### src/rtl/dsu_host_interface_pkg.sv
// Shared types for the DSU host front end: opcodes, FSM states,
// status-word bit positions and response error codes.
`ifndef THREAD_NUMB
`define THREAD_NUMB 4
`endif

package dsu_host_interface_pkg;

  localparam int THREAD_NUMB = `THREAD_NUMB;
  localparam int TID_W =
    (THREAD_NUMB > 1) ? $clog2(THREAD_NUMB) : 1;

  typedef logic [TID_W-1:0] thread_id_t;

  typedef enum logic [3:0] {
    OP_NOP         = 4'd0,
    OP_SET_ENABLE  = 4'd1,
    OP_SET_STEP    = 4'd2,
    OP_SET_BP      = 4'd3,
    OP_SET_BP_EN   = 4'd4,
    OP_SET_THREAD  = 4'd5,
    OP_RESUME      = 4'd6,
    OP_READ_STATUS = 4'd7,
    OP_READ_BP_PC  = 4'd8
  } dsu_cmd_op_t;

  typedef enum logic [1:0] {
    S_IDLE,
    S_RESPOND,
    S_WAIT_UNFREEZE
  } dsu_state_t;

  localparam int ST_FREEZE = 0;
  localparam int ST_HIT    = 1;
  localparam int ST_ENABLE = 2;
  localparam int ST_STEP   = 3;
  localparam int ST_SEL    = 4;
  localparam int ST_TID_LO = 8;
  localparam int ST_MSK_LO = 16;

  localparam logic ERR_NONE = 1'b0;
  localparam logic ERR_FAIL = 1'b1;

  function automatic logic [31:0] status_word(
    input logic        freeze,
    input logic        hit,
    input logic        en,
    input logic        step,
    input logic        sel,
    input logic [7:0]  tid,
    input logic [15:0] mask
  );
    logic [31:0] w;
    w = '0;
    w[ST_FREEZE] = freeze;
    w[ST_HIT]    = hit;
    w[ST_ENABLE] = en;
    w[ST_STEP]   = step;
    w[ST_SEL]    = sel;
    w[ST_TID_LO +: 8]  = tid;
    w[ST_MSK_LO +: 16] = mask;
    return w;
  endfunction

endpackage

### src/rtl/dsu_host_interface_timer.sv
// Resume watchdog: loaded on RESUME, counts down while waiting
// for freeze to drop; o_expire flags the final counting cycle.
module dsu_host_interface_timer #(
  parameter int RESUME_TIMEOUT = 16
) (
  input  logic clk,
  input  logic reset,
  input  logic i_load,
  input  logic i_dec,
  output logic o_expire
);

  localparam int CW = $clog2(RESUME_TIMEOUT + 1);

  logic [CW-1:0] r_cnt;

  always_ff @(posedge clk or posedge reset) begin
    if (reset) begin
      r_cnt <= '0;
    end else if (i_load) begin
      r_cnt <= CW'(RESUME_TIMEOUT);
    end else if (i_dec && r_cnt != '0) begin
      r_cnt <= r_cnt - 1'b1;
    end
  end

  assign o_expire = (r_cnt == CW'(1));

endmodule

### src/rtl/dsu_host_interface.sv
// Host command/response front end for the DSU config registers.
// Define DSU_HOST_IRQ_EN to enable the sticky breakpoint host_irq.
module dsu_host_interface
  import dsu_host_interface_pkg::*;
#(
  parameter int BP_NUMB        = 8,
  parameter int RESUME_TIMEOUT = 16
) (
  input  logic              clk,
  input  logic              reset,
  input  logic              host_cmd_valid,
  output logic              host_cmd_ready,
  input  logic [3:0]        host_cmd_op,
  input  logic [7:0]        host_cmd_idx,
  input  logic [31:0]       host_cmd_data,
  output logic              host_rsp_valid,
  input  logic              host_rsp_ready,
  output logic              host_rsp_err,
  output logic [31:0]       host_rsp_data,
  output logic              host_irq,
  input  logic              freeze,
  input  logic              dsu_hit_breakpoint,
  input  thread_id_t        dsu_bp_thread_id,
  input  logic [31:0]       dsu_bp_instruction [THREAD_NUMB],
  output logic              dsu_enable,
  output logic              dsu_single_step,
  output logic [31:0]       dsu_breakpoint [BP_NUMB],
  output logic [BP_NUMB-1:0] dsu_breakpoint_enable,
  output logic              dsu_thread_selection,
  output thread_id_t        dsu_thread_id,
  output logic              resume
);

  localparam int BW = (BP_NUMB > 1) ? $clog2(BP_NUMB) : 1;

  dsu_state_t   r_state;
  dsu_state_t   w_state_n;
  logic         r_rsp_err;
  logic         w_err_n;
  logic [31:0]  r_rsp_data;
  logic [31:0]  w_data_n;
  logic         r_resume;
  logic         w_resume_n;

  logic         r_en;
  logic         r_step;
  logic [31:0]  r_bp [BP_NUMB];
  logic [BP_NUMB-1:0] r_bp_en;
  logic         r_sel;
  thread_id_t   r_tid;

  logic         w_accept;
  logic         w_bp_ok;
  logic         w_tid_ok;
  logic [BW-1:0] w_bp_idx;
  thread_id_t   w_tid_idx;
  logic [31:0]  w_status;
  logic [31:0]  w_pc;
  logic         w_load;
  logic         w_dec;
  logic         w_expire;
  logic         w_wr_en;
  logic         w_wr_step;
  logic         w_wr_bp;
  logic         w_wr_bpen;
  logic         w_wr_thr;

  assign w_accept  = (r_state == S_IDLE) && host_cmd_valid;
  assign w_bp_ok   = {24'd0, host_cmd_idx} < 32'(BP_NUMB);
  assign w_tid_ok  = {24'd0, host_cmd_idx} < 32'(THREAD_NUMB);
  assign w_bp_idx  = host_cmd_idx[BW-1:0];
  assign w_tid_idx = host_cmd_idx[TID_W-1:0];
  assign w_pc      = dsu_bp_instruction[w_tid_idx];

  assign w_status = status_word(freeze, dsu_hit_breakpoint,
                                r_en, r_step, r_sel,
                                8'(dsu_bp_thread_id),
                                16'(r_bp_en));

  dsu_host_interface_timer #(
    .RESUME_TIMEOUT(RESUME_TIMEOUT)
  ) u_timer (
    .clk     (clk),
    .reset   (reset),
    .i_load  (w_load),
    .i_dec   (w_dec),
    .o_expire(w_expire)
  );

  always_comb begin
    w_state_n  = r_state;
    w_err_n    = r_rsp_err;
    w_data_n   = r_rsp_data;
    w_resume_n = 1'b0;
    w_load     = 1'b0;
    w_dec      = 1'b0;
    w_wr_en    = 1'b0;
    w_wr_step  = 1'b0;
    w_wr_bp    = 1'b0;
    w_wr_bpen  = 1'b0;
    w_wr_thr   = 1'b0;
    unique case (r_state)
      S_IDLE: begin
        if (host_cmd_valid) begin
          w_state_n = S_RESPOND;
          w_err_n   = ERR_NONE;
          w_data_n  = '0;
          case (host_cmd_op)
            OP_NOP:        ;
            OP_SET_ENABLE: w_wr_en   = 1'b1;
            OP_SET_STEP:   w_wr_step = 1'b1;
            OP_SET_BP_EN:  w_wr_bpen = 1'b1;
            OP_SET_BP: begin
              if (w_bp_ok) w_wr_bp = 1'b1;
              else         w_err_n = ERR_FAIL;
            end
            OP_SET_THREAD: begin
              if (w_tid_ok) w_wr_thr = 1'b1;
              else          w_err_n  = ERR_FAIL;
            end
            OP_RESUME: begin
              if (freeze) begin
                w_state_n  = S_WAIT_UNFREEZE;
                w_resume_n = 1'b1;
                w_load     = 1'b1;
              end else begin
                w_err_n = ERR_FAIL;
              end
            end
            OP_READ_STATUS: w_data_n = w_status;
            OP_READ_BP_PC: begin
              if (w_tid_ok) w_data_n = w_pc;
              else          w_err_n  = ERR_FAIL;
            end
            default: w_err_n = ERR_FAIL;
          endcase
        end
      end
      // freeze dropping beats the watchdog on the same cycle
      S_WAIT_UNFREEZE: begin
        if (!freeze) begin
          w_state_n = S_RESPOND;
          w_err_n   = ERR_NONE;
        end else if (w_expire) begin
          w_state_n = S_RESPOND;
          w_err_n   = ERR_FAIL;
        end else begin
          w_dec = 1'b1;
        end
      end
      S_RESPOND: begin
        if (host_rsp_ready) w_state_n = S_IDLE;
      end
      default: w_state_n = S_IDLE;
    endcase
  end

  always_ff @(posedge clk or posedge reset) begin
    if (reset) begin
      r_state    <= S_IDLE;
      r_rsp_err  <= 1'b0;
      r_rsp_data <= '0;
      r_resume   <= 1'b0;
    end else begin
      r_state    <= w_state_n;
      r_rsp_err  <= w_err_n;
      r_rsp_data <= w_data_n;
      r_resume   <= w_resume_n;
    end
  end

  always_ff @(posedge clk or posedge reset) begin
    if (reset) begin
      r_en    <= 1'b0;
      r_step  <= 1'b0;
      r_bp_en <= '0;
      r_sel   <= 1'b0;
      r_tid   <= '0;
      for (int i = 0; i < BP_NUMB; i++) r_bp[i] <= '0;
    end else begin
      if (w_wr_en)   r_en    <= host_cmd_data[0];
      if (w_wr_step) r_step  <= host_cmd_data[0];
      if (w_wr_bpen) r_bp_en <= host_cmd_data[BP_NUMB-1:0];
      if (w_wr_bp)   r_bp[w_bp_idx] <= host_cmd_data;
      if (w_wr_thr) begin
        r_sel <= host_cmd_data[0];
        r_tid <= w_tid_idx;
      end
    end
  end

`ifdef DSU_HOST_IRQ_EN
  logic r_hit_q;
  logic r_irq;
  logic w_clr_irq;

  assign w_clr_irq = w_accept && (host_cmd_op == OP_READ_STATUS);

  always_ff @(posedge clk or posedge reset) begin
    if (reset) begin
      r_hit_q <= 1'b0;
      r_irq   <= 1'b0;
    end else begin
      r_hit_q <= dsu_hit_breakpoint;
      if (dsu_hit_breakpoint && !r_hit_q) r_irq <= 1'b1;
      else if (w_clr_irq)                 r_irq <= 1'b0;
    end
  end

  assign host_irq = r_irq;
`else
  assign host_irq = 1'b0;
`endif

  assign host_cmd_ready        = (r_state == S_IDLE);
  assign host_rsp_valid        = (r_state == S_RESPOND);
  assign host_rsp_err          = r_rsp_err;
  assign host_rsp_data         = r_rsp_data;
  assign resume                = r_resume;
  assign dsu_enable            = r_en;
  assign dsu_single_step       = r_step;
  assign dsu_breakpoint        = r_bp;
  assign dsu_breakpoint_enable = r_bp_en;
  assign dsu_thread_selection  = r_sel;
  assign dsu_thread_id         = r_tid;

endmodule
### config.mk
export PLATFORM = sky130hd
export DESIGN_NAME = dsu_host_interface
export DESIGN_NICKNAME = d
export VERILOG_FILES = /design/src/rtl/dsu_host_interface_pkg.sv /design/src/rtl/dsu_host_interface_timer.sv /design/src/rtl/dsu_host_interface.sv
export SDC_FILE = /design/constraint.sdc
export NUM_CORES = 1
export LEC_CHECK = 0
export ABC_AREA = 1
export CORE_AREA = 5 5 184 186
export DETAILED_ROUTE_END_ITERATION = 16
export DIE_AREA = 0 0 189 191
export GPL_ROUTABILITY_DRIVEN = 0
export PLACE_DENSITY = 0.72
export SLEW_MARGIN = 20
export SYNTH_ARGS = -nofsm -noshare
export SYNTH_HDL_FRONTEND = slang
export SYNTH_SLANG_ARGS = --single-unit
### constraint.sdc
create_clock -name clk -period 11.3 [get_ports clk]
set_input_delay 1.695 -clock clk [delete_from_list [all_inputs] [get_ports clk]]
set_output_delay 1.695 -clock clk [all_outputs]
set_load 0.05 [all_outputs]
### Yosys cells after proc, flatten, opt, wreduce, memory -nomap -nowiden

Index checks and enable logic that the tools add are counted.

| word-level totals | value |
|---|---|
| flip-flop bits (word level) | 310 |
| input bits | 180 |
| output and inout port bits | 306 |
| logic and storage cells | 101 |

| cells by class | value |
|---|---|
| add/sub/neg operators | 1 |
| order comparisons | 5 |
| equality and inequality tests | 14 |
| multiplexer cells | 49 |
| bitwise gates (word level) | 2 |
| reduce and logical (&&, ||, !) cells | 12 |

Operator list:

| operator | count |
|---|---|
| $bwmux W256 | 1 |
| $mux W32 | 4 |
| $demux W32 S3 | 1 |
| $bmux W32 S2 | 1 |
| $pmux W32 S2 | 1 |
| $mux W1 | 30 |
| $eq A4 B3 Y1 const B | 4 |
| $mux W2 | 6 |
| $mux W5 | 2 |
| $eq A4 B2 Y1 const B | 2 |
| $lt A8 B3 Y1 const B | 1 |
| $lt A8 B4 Y1 const B | 1 |
| $pmux W2 S3 | 1 |
| $reduce_and A3 Y1 | 2 |
| $eq A5 B1 Y1 const B | 1 |
| $reduce_bool A5 Y1 | 1 |
| $reduce_or A5 Y1 | 1 |
| $sub A5 B1 Y5 const B | 1 |
| $eq A4 B1 Y1 const B | 1 |
| $eq A4 B4 Y1 const B | 1 |
| $ge A4 B4 Y1 const B | 1 |
| $logic_not A4 Y1 | 1 |
| $lt A4 B1 Y1 const B | 1 |
| $not A3 Y4 | 1 |
| other kinds (14) | 16 |

### Logic depth before layout (Yosys ltp)

Gate-level depths: netlist of the first run.

| depth | value |
|---|---|
| word-level depth | 7 |
| mapped depth | 8 |
| gate-level depth less buffers | 8 |

### Modules after synthesis

Synthesis of the first run repeated with hierarchy kept, for this count alone.

| second synthesis, totals | value |
|---|---|
| cells, all modules | 1320 |
| area total of the unflattened synthesis | 12336.8 sq um |

Modules (own cells, without submodules):

| module | instances | cells each | area each (sq um) | sequential area each (sq um) |
|---|---|---|---|---|
| dsu_host_interface | 1 | 1278 | 12019.0 | 7632.3 |
| dsu_host_interface_timer | 1 | 42 | 317.8 | 125.1 |

### Least setup slack after synthesis of the first run

Ideal clock, no wire load.

| timing | value |
|---|---|
| path type | in2reg |
| start point | input host_cmd_op[2] |
| end point | register r_bp, in the netlist dsu_breakpoint[32] |
| setup time | 132 ps |
| arrival | 2967 ps |
| data required time | 11168 ps |
| setup slack | 8202 ps |
| stages | 7 |
| buffers on the path | 1 |
| cells stage by stage | nor2_1 -> nand3_1 -> nor3_4 -> nand3_2 -> clkbuf_1 -> nand2_1 -> o21ai_0 |

| between the ends | value |
|---|---|
| word-level cells in the longest chain between the ends | 4 |

Ends and longest elaborated chain:

| element | line | source |
|---|---|---|
| from (decl) | dsu_host_interface.sv:13 | `input logic [3:0] host_cmd_op,` |
| $eq A4 B2 Y1 | dsu_host_interface.sv:108 | `case (host_cmd_op)` |
| $mux W1 | dsu_host_interface.sv:108 |  |
| $mux W1 | dsu_host_interface.sv:104 | `if (host_cmd_valid) begin` |
| $mux W1 | dsu_host_interface.sv:102 | `unique case (r_state)` |
| to (signal, indexed assignment) | dsu_host_interface.sv:184 | `if (w_wr_bp) r_bp[w_bp_idx] <= host_cmd_data;` |
| to (decl) | dsu_host_interface.sv:47 | `logic [31:0] r_bp [BP_NUMB];` |

Every way passes these cells.
A chain may end at the register's enable or synchronous reset.

### Final worst setup path of the first run

| timing | value |
|---|---|
| start point | input host_cmd_valid |
| end point | register r_bp, in the netlist dsu_breakpoint[98] |

| between the ends | value |
|---|---|
| word-level cells in the longest chain between the ends | 2 |

Ends and longest elaborated chain:

| element | line | source |
|---|---|---|
| from (decl) | dsu_host_interface.sv:11 | `input logic host_cmd_valid,` |
| $mux W1 | dsu_host_interface.sv:104 |  |
| $mux W1 | dsu_host_interface.sv:102 |  |

Every way passes these cells.

==> results of run 1 <==
[synth_stat cells]
library cell	n
a21oi_1	19
nand4_1	2
nand3b_1	2
o22a_1	17
nand3_1	13
nand2_1	309
nand3_2	8
dfrtp_1	310
nor3_4	1
o21ai_0	340
buf_1	2
conb_1	1
nor3_1	1
o22ai_1	16
o21ai_1	27
nor2_1	102
o32ai_1	1
nor4_2	1
buf_2	2
clkbuf_1	74
inv_1	79
clkinv_1	2
buf_4	1
ha_1	2
[worst reg2reg max path, stage by stage (launching register included)]
cell and delay, ns:
dfrtp_1 0.41, nor2_1 0.19, nand2_1 0.53, nor3_4 0.68
nand3_4 0.62, o21ai_0 0.53
[final cells by class]
cell class | count | share of cell area
multi-input cells | 862 | 0.213
repair buffers | 496 | 0.264
well taps | 408 | 0.0272
flip-flops and latches | 310 | 0.414
inverters | 81 | 0.0166
clock buffers | 49 | 0.0561
clock inverters | 11 | 0.00955
[state kept, by name, indices dropped and copies added (netlist names)]
signal                 flops
dsu_enable                 1
host_rsp_err               1
resume                     1
r_state                    2
dsu_thread_selection       1
dsu_breakpoint_enable      8
dsu_breakpoint           256
dsu_thread_id              2
dsu_single_step            1
u_timer.r_cnt              5
host_rsp_data             32
[worst min-delay path by stage]
stage                               startpoint                         endpoint  slack (ns)  cells past startpoint
4_1_cts         dsu_breakpoint[89]$_DFFE_PP0P_   dsu_breakpoint[89]$_DFFE_PP0P_        0.49                      2
3_5_place_dp    dsu_breakpoint[89]$_DFFE_PP0P_   dsu_breakpoint[89]$_DFFE_PP0P_        0.47                      2
2_1_floorplan     u_timer.r_cnt[4]$_DFFE_PP0P_     u_timer.r_cnt[4]$_DFFE_PP0P_        0.50                      2
6_report       dsu_breakpoint[244]$_DFFE_PP0P_  dsu_breakpoint[244]$_DFFE_PP0P_        0.48                      2
3_3_place_gp    dsu_breakpoint[41]$_DFFE_PP0P_   dsu_breakpoint[41]$_DFFE_PP0P_        0.47                      2
5_1_grt        dsu_breakpoint[250]$_DFFE_PP0P_  dsu_breakpoint[250]$_DFFE_PP0P_        0.50                      2
[per-layer routing]
layer | track usage | share of wire
met1 | 0.315 | 0.41
met2 | 0.381 | 0.46
met3 | 0.0678 | 0.086
met4 | 0.0894 | 0.040
met5 | 0 | 0
[logic make-up (layout without fill, tap and decap cells)]
logic type                 count (synthesis)  in the layout
DFF                                      310            310
other                                      1              1
adders and majority gates                  2              2
buffers and inverters                    160            637
and+or+nand+nor                          439            439
AOI/OAI and AO/OA                        420            420
[power groups by stage]
stage	logic (mW)	registers (mW)	clock network [mW]
after floorplan	0.0914	1.21	0
final	0.277	1.14	1.20
after CTS	0.279	1.14	1.22
after global placement	0.273	1.16	0
after global routing	0.299	1.14	1.26
after detailed placement	0.277	1.16	0
==> flow_summary.toml, run 1 <==
[run_status]
outcome = "finished clean"

[sta]
max_clock_freq_ghz = 0.240
fin_crit_sh = 0.369
period_minus_slack_ns = 4.18
setup_viol = 0
hold_violations = 0
tightestPinTransition_ns = 1.09
rsz0062_at_grt = "false"
fin_ws_ns = 7.12
final.setup.tns_ns = 0
hold_slack_ns = 0.482
slew_violations = 0
relSlewSlack = 0.270
fin_skew_ns = 0.0199

[global_route]
grt_max_degree = 176
overflow = 0
antenna_found_initial = 0
grt_pass1_vias = 11100
grt_pass1_wl_um = 67800
grt.total_usage = 0.240

[power_and_ir_drop]
sw_frac_of_total = 0.245
power_mw = 2.62
power.leakage_nw = 8.22
intPower_mw = 1.98
power_density_nw_per_um2 = 140
p_switching_uw = 642
combPwrFrac = 0.106
seq_power_share = 0.436
ir_drop_v = 0.000110
clockPowerShare = 0.458

[cells_and_area]
final_cell_mix = "clkdlybuf4s50_1 (483), o21ai_0 (340), dfrtp_1 (310), nand2_1 (309), nor2_1 (102)"
regArea_um2 = 7760
multi_input_area_um2 = 3980
fillers = 2762
diodes = 0
fin_area_um2 = 18700
drive_above_1_share = 0.0442
final_cells = 2217
nets = 1968
final_core_util = 0.583
final_common_cell = "clkdlybuf4s50_1"
area_growth_pct = 51.9

[clocking]
cts_sinks = 310
cts_hold_buf = 0
cts_buffers = 35
cts_tree = "yes"
worstSkewPairLatency_ns = 0.51
root_buffer = "clkbuf_16"
cts.repair.resized = 0
h-tree-depth = 2
cts_setup_buffers = 0
clock_path_buffers = 3
path_clk_slew_ns = 0.06

[critical_path]
crit_path_cell_trace = "clkdlybuf4s50_1 -> nand2_1 -> nor3_4 -> nand3_4 -> o21ai_0"
crit_cells = 5
worst-path-buf-inv = 1
crit_path_start_kind = "input port"
crit_path_top_delay_cell = "nor3_4"
rr_endpoint = "dsu_breakpoint[98]$_DFFE_PP0P_"
crit_required_ns = 11.70
crit_family = "simple AND/OR/NAND/NOR gates"
path_class = "input port to flop"
regToRegStartpoint = "r_state[1]$_DFFE_PP0P_"
cp_slowest_stage_delay_ns = 0.67
endpoint = "dsu_breakpoint[98]$_DFFE_PP0P_"
arrival_ns = 4.57
ff2ff_setup_slack_ns = 8.24
critPathCaptureType = "flop"
rr_worst_depth = 5
crit_fanout = 64
crit_start = "host_cmd_valid"

[yosys]
synth_fa_ha_area_frac = 0.00203
yosysWarnings = 0
yosysTopAreaCell = "dfrtp_1"
synth_cell_types = 24
synth.ff_latch_count = 310
syn_inst = 1332
syn_nets = 1514
synth_top_family_by_area = "compound AO/OA/AOI/OAI gates"
synth.yosys.seq_area_share = 0.629
synthMuxAreaShare = 0
netlist_area_um2 = 12300
synth-compound-area-share = 0.178
yosysTopAreaCellShare = 0.629
synthSimpleGateAreaFrac = 0.142
synthXorXnorAreaFrac = 0
avgSynthCellArea_um2 = 9.26
synth.area.top_cells = "dfrtp_1 (63%), o21ai_0 (14%), nand2_1 (9.4%), nor2_1 (3.1%), inv_1 (2.4%)"

[route]
vias = 11200
routed_wl_um = 44700
drc = 0
drtIter0Drc = 836
drtPass1Iterations = 5
via_per_inst = 5.07
ant_nets = 0
drt-wirelength-per-cell_um = 20.2

[place]
place_area_um2 = 17500
placed_cells = 2157
pre_cts_ws_ns = 6.29
hpwl_um = 31100
port_buffers = 484

[min_path]
hold_path_class = "flop to flop"

[flow_run]
drv_cap = 0

[floorplanning]
row_count = 66
die_h_um = 191
coreArea_um2 = 32100
start_util = 0.384
dieArea_um2 = 36100
fp.dieW_um = 189
io_pins = 486
(Power assumes the default switching activity.)
==> inputs of run 2 (changes only) <==
CORE_AREA = 5 5 187 189   (was 5 5 184 186)
DIE_AREA = 0 0 192 194   (was 0 0 189 191)
PLACE_DENSITY = 0.73   (was 0.72)
clock period = 3.7 ns   (was 11.3 ns; I/O delays follow)
==> run 2 against run 1 <==
Worst hold slack worse by 0.12 ns. Routed wire length up 0.72%. Flip-flop and latch count unchanged. Cell count up 2.5%. Critical path type is now flop to primary output. Largest power group is now sequential cells.
==> flow_summary.toml, run 2 (synthesis gave the netlist of run 1 again) <==
[power_and_ir_drop]
ir_drop_v = 0.000400
power.leakage_nw = 8.25
power_density_nw_per_um2 = 413
power_mw = 7.78

[sta]
fin_crit_sh = 0.683
tightestPinTransition_ns = 0.676
slew_violations = 0
hold_violations = 0
relSlewSlack = 0.549
max_clock_freq_ghz = 0.396
final.setup.tns_ns = 0
period_minus_slack_ns = 2.53
fin_skew_ns = 0.0201
hold_slack_ns = 0.359
fin_ws_ns = 1.17
setup_viol = 0
rsz0062_at_grt = "false"

[cells_and_area]
largest_register_ffs = 256
diodes = 0
final_core_util = 0.568
area_growth_pct = 52.5
final_cell_mix = "clkdlybuf4s50_1 (483), o21ai_0 (340), dfrtp_1 (310), nand2_1 (309), nor2_1 (102)"
fillers = 2885
final_cells = 2273
nets = 1985
fin_area_um2 = 18800
final_common_cell = "clkdlybuf4s50_1"
drive_above_1_share = 0.0504

[flow_run]
drv_cap = 0

[route]
drc = 0
drt-wirelength-per-cell_um = 19.8
via_per_inst = 5.02
drtPass1Iterations = 7
drtIter0Drc = 788
ant_nets = 0
routed_wl_um = 45000
vias = 11400

[critical_path]
ff2ff_setup_slack_ns = 1.49
arrival_ns = 1.97
crit_fanout = 5
crit_required_ns = 3.14
rr_worst_depth = 7
path_class = "flop to primary output"
crit_path_cell_trace = "nor2_1 -> clkdlybuf4s50_1"
crit_path_top_delay_cell = "clkdlybuf4s50_1"
cp_slowest_stage_delay_ns = 0.85
critPathCaptureType = "primary output"
crit_path_start_kind = "flop"

[place]
port_buffers = 484
placed_cells = 2214
pre_cts_ws_ns = 0.796
place_area_um2 = 17700
hpwl_um = 32500

[min_path]
hold_path_class = "input port to asynchronous set/reset pin"

[global_route]
grt.total_usage = 0.234
grt_max_degree = 110
antenna_found_initial = 0
overflow = 0
grt_pass1_vias = 11300
grt_pass1_wl_um = 68400

[floorplanning]
fp.dieW_um = 192
start_util = 0.372
row_count = 67
coreArea_um2 = 33100
io_pins = 486
die_h_um = 194
dieArea_um2 = 37200

[clocking]
h-tree-depth = 2
cts_hold_buf = 0
cts_sinks = 310
worstSkewPairLatency_ns = 0.50
path_clk_slew_ns = 0.06
cts_buffers = 35
clock_path_buffers = 3
cts_tree = "yes"
cts_setup_buffers = 0
cts.repair.resized = 0
root_buffer = "clkbuf_16"

[run_status]
outcome = "finished clean"
-- run 2: changes by cell type in the layout (fill, tap and decap cells not counted), sizes merged --
| cell | previous run | this run |
|---|---|---|
| clkinvlp | 2 | 3 |
| inv | 80 | 79 |
| buf | 13 | 30 |
| bufinv | 4 | 3 |
-- run 2: area by class of cell --
type / instances / area, um^2 / area share
clock buffers: 49 / 988 / 0.0525
clock inverters: 10 / 134 / 0.00712
inverters: 81 / 308 / 0.0164
multi-input cells: 862 / 3970 / 0.211
flip-flops and latches: 310 / 7760 / 0.412
well taps: 448 / 561 / 0.0298
repair buffers: 513 / 5090 / 0.271
-- run 2: layer usage --
metal	share of wire	routed length, um	vias to the layer above	track usage
met3	0.089	3980	91	0.0643
met1	0.41	18300	5513	0.308
met5	0	0	-	0
met4	0.035	1570	0	0.0819
li1	-	-	5331	-
met2	0.47	21100	477	0.372
-- run 2: power breakdown --
part	internal (mW)	switching (mW)
combinational	0.338	0.516
sequential	3.45	0.0489
clock	2.07	1.36
total	5.85	1.92
-- run 2: path summary, 6_finish.rpt --
path | start | to
worst max-delay path | r_state[1]$_DFFE_PP0P_ | host_cmd_ready
worst min-delay path | reset | dsu_breakpoint[155]$_DFFE_PP0P_
worst max register to register | r_state[1]$_DFFE_PP0P_ | dsu_breakpoint[41]$_DFFE_PP0P_
worst min register to register | host_rsp_data[12]$_DFFE_PP0P_ | host_rsp_data[12]$_DFFE_PP0P_
max in group asynchronous | reset | dsu_breakpoint[166]$_DFFE_PP0P_
min in group clk | host_rsp_data[12]$_DFFE_PP0P_ | host_rsp_data[12]$_DFFE_PP0P_
-- run 2: critical path: cells and delay by family, from the launching register on --
kind	cells	cell delay, ns
buffers and inverters	1	0.85
flip-flops	1	0.42
AND/OR/NAND/NOR	1	0.22
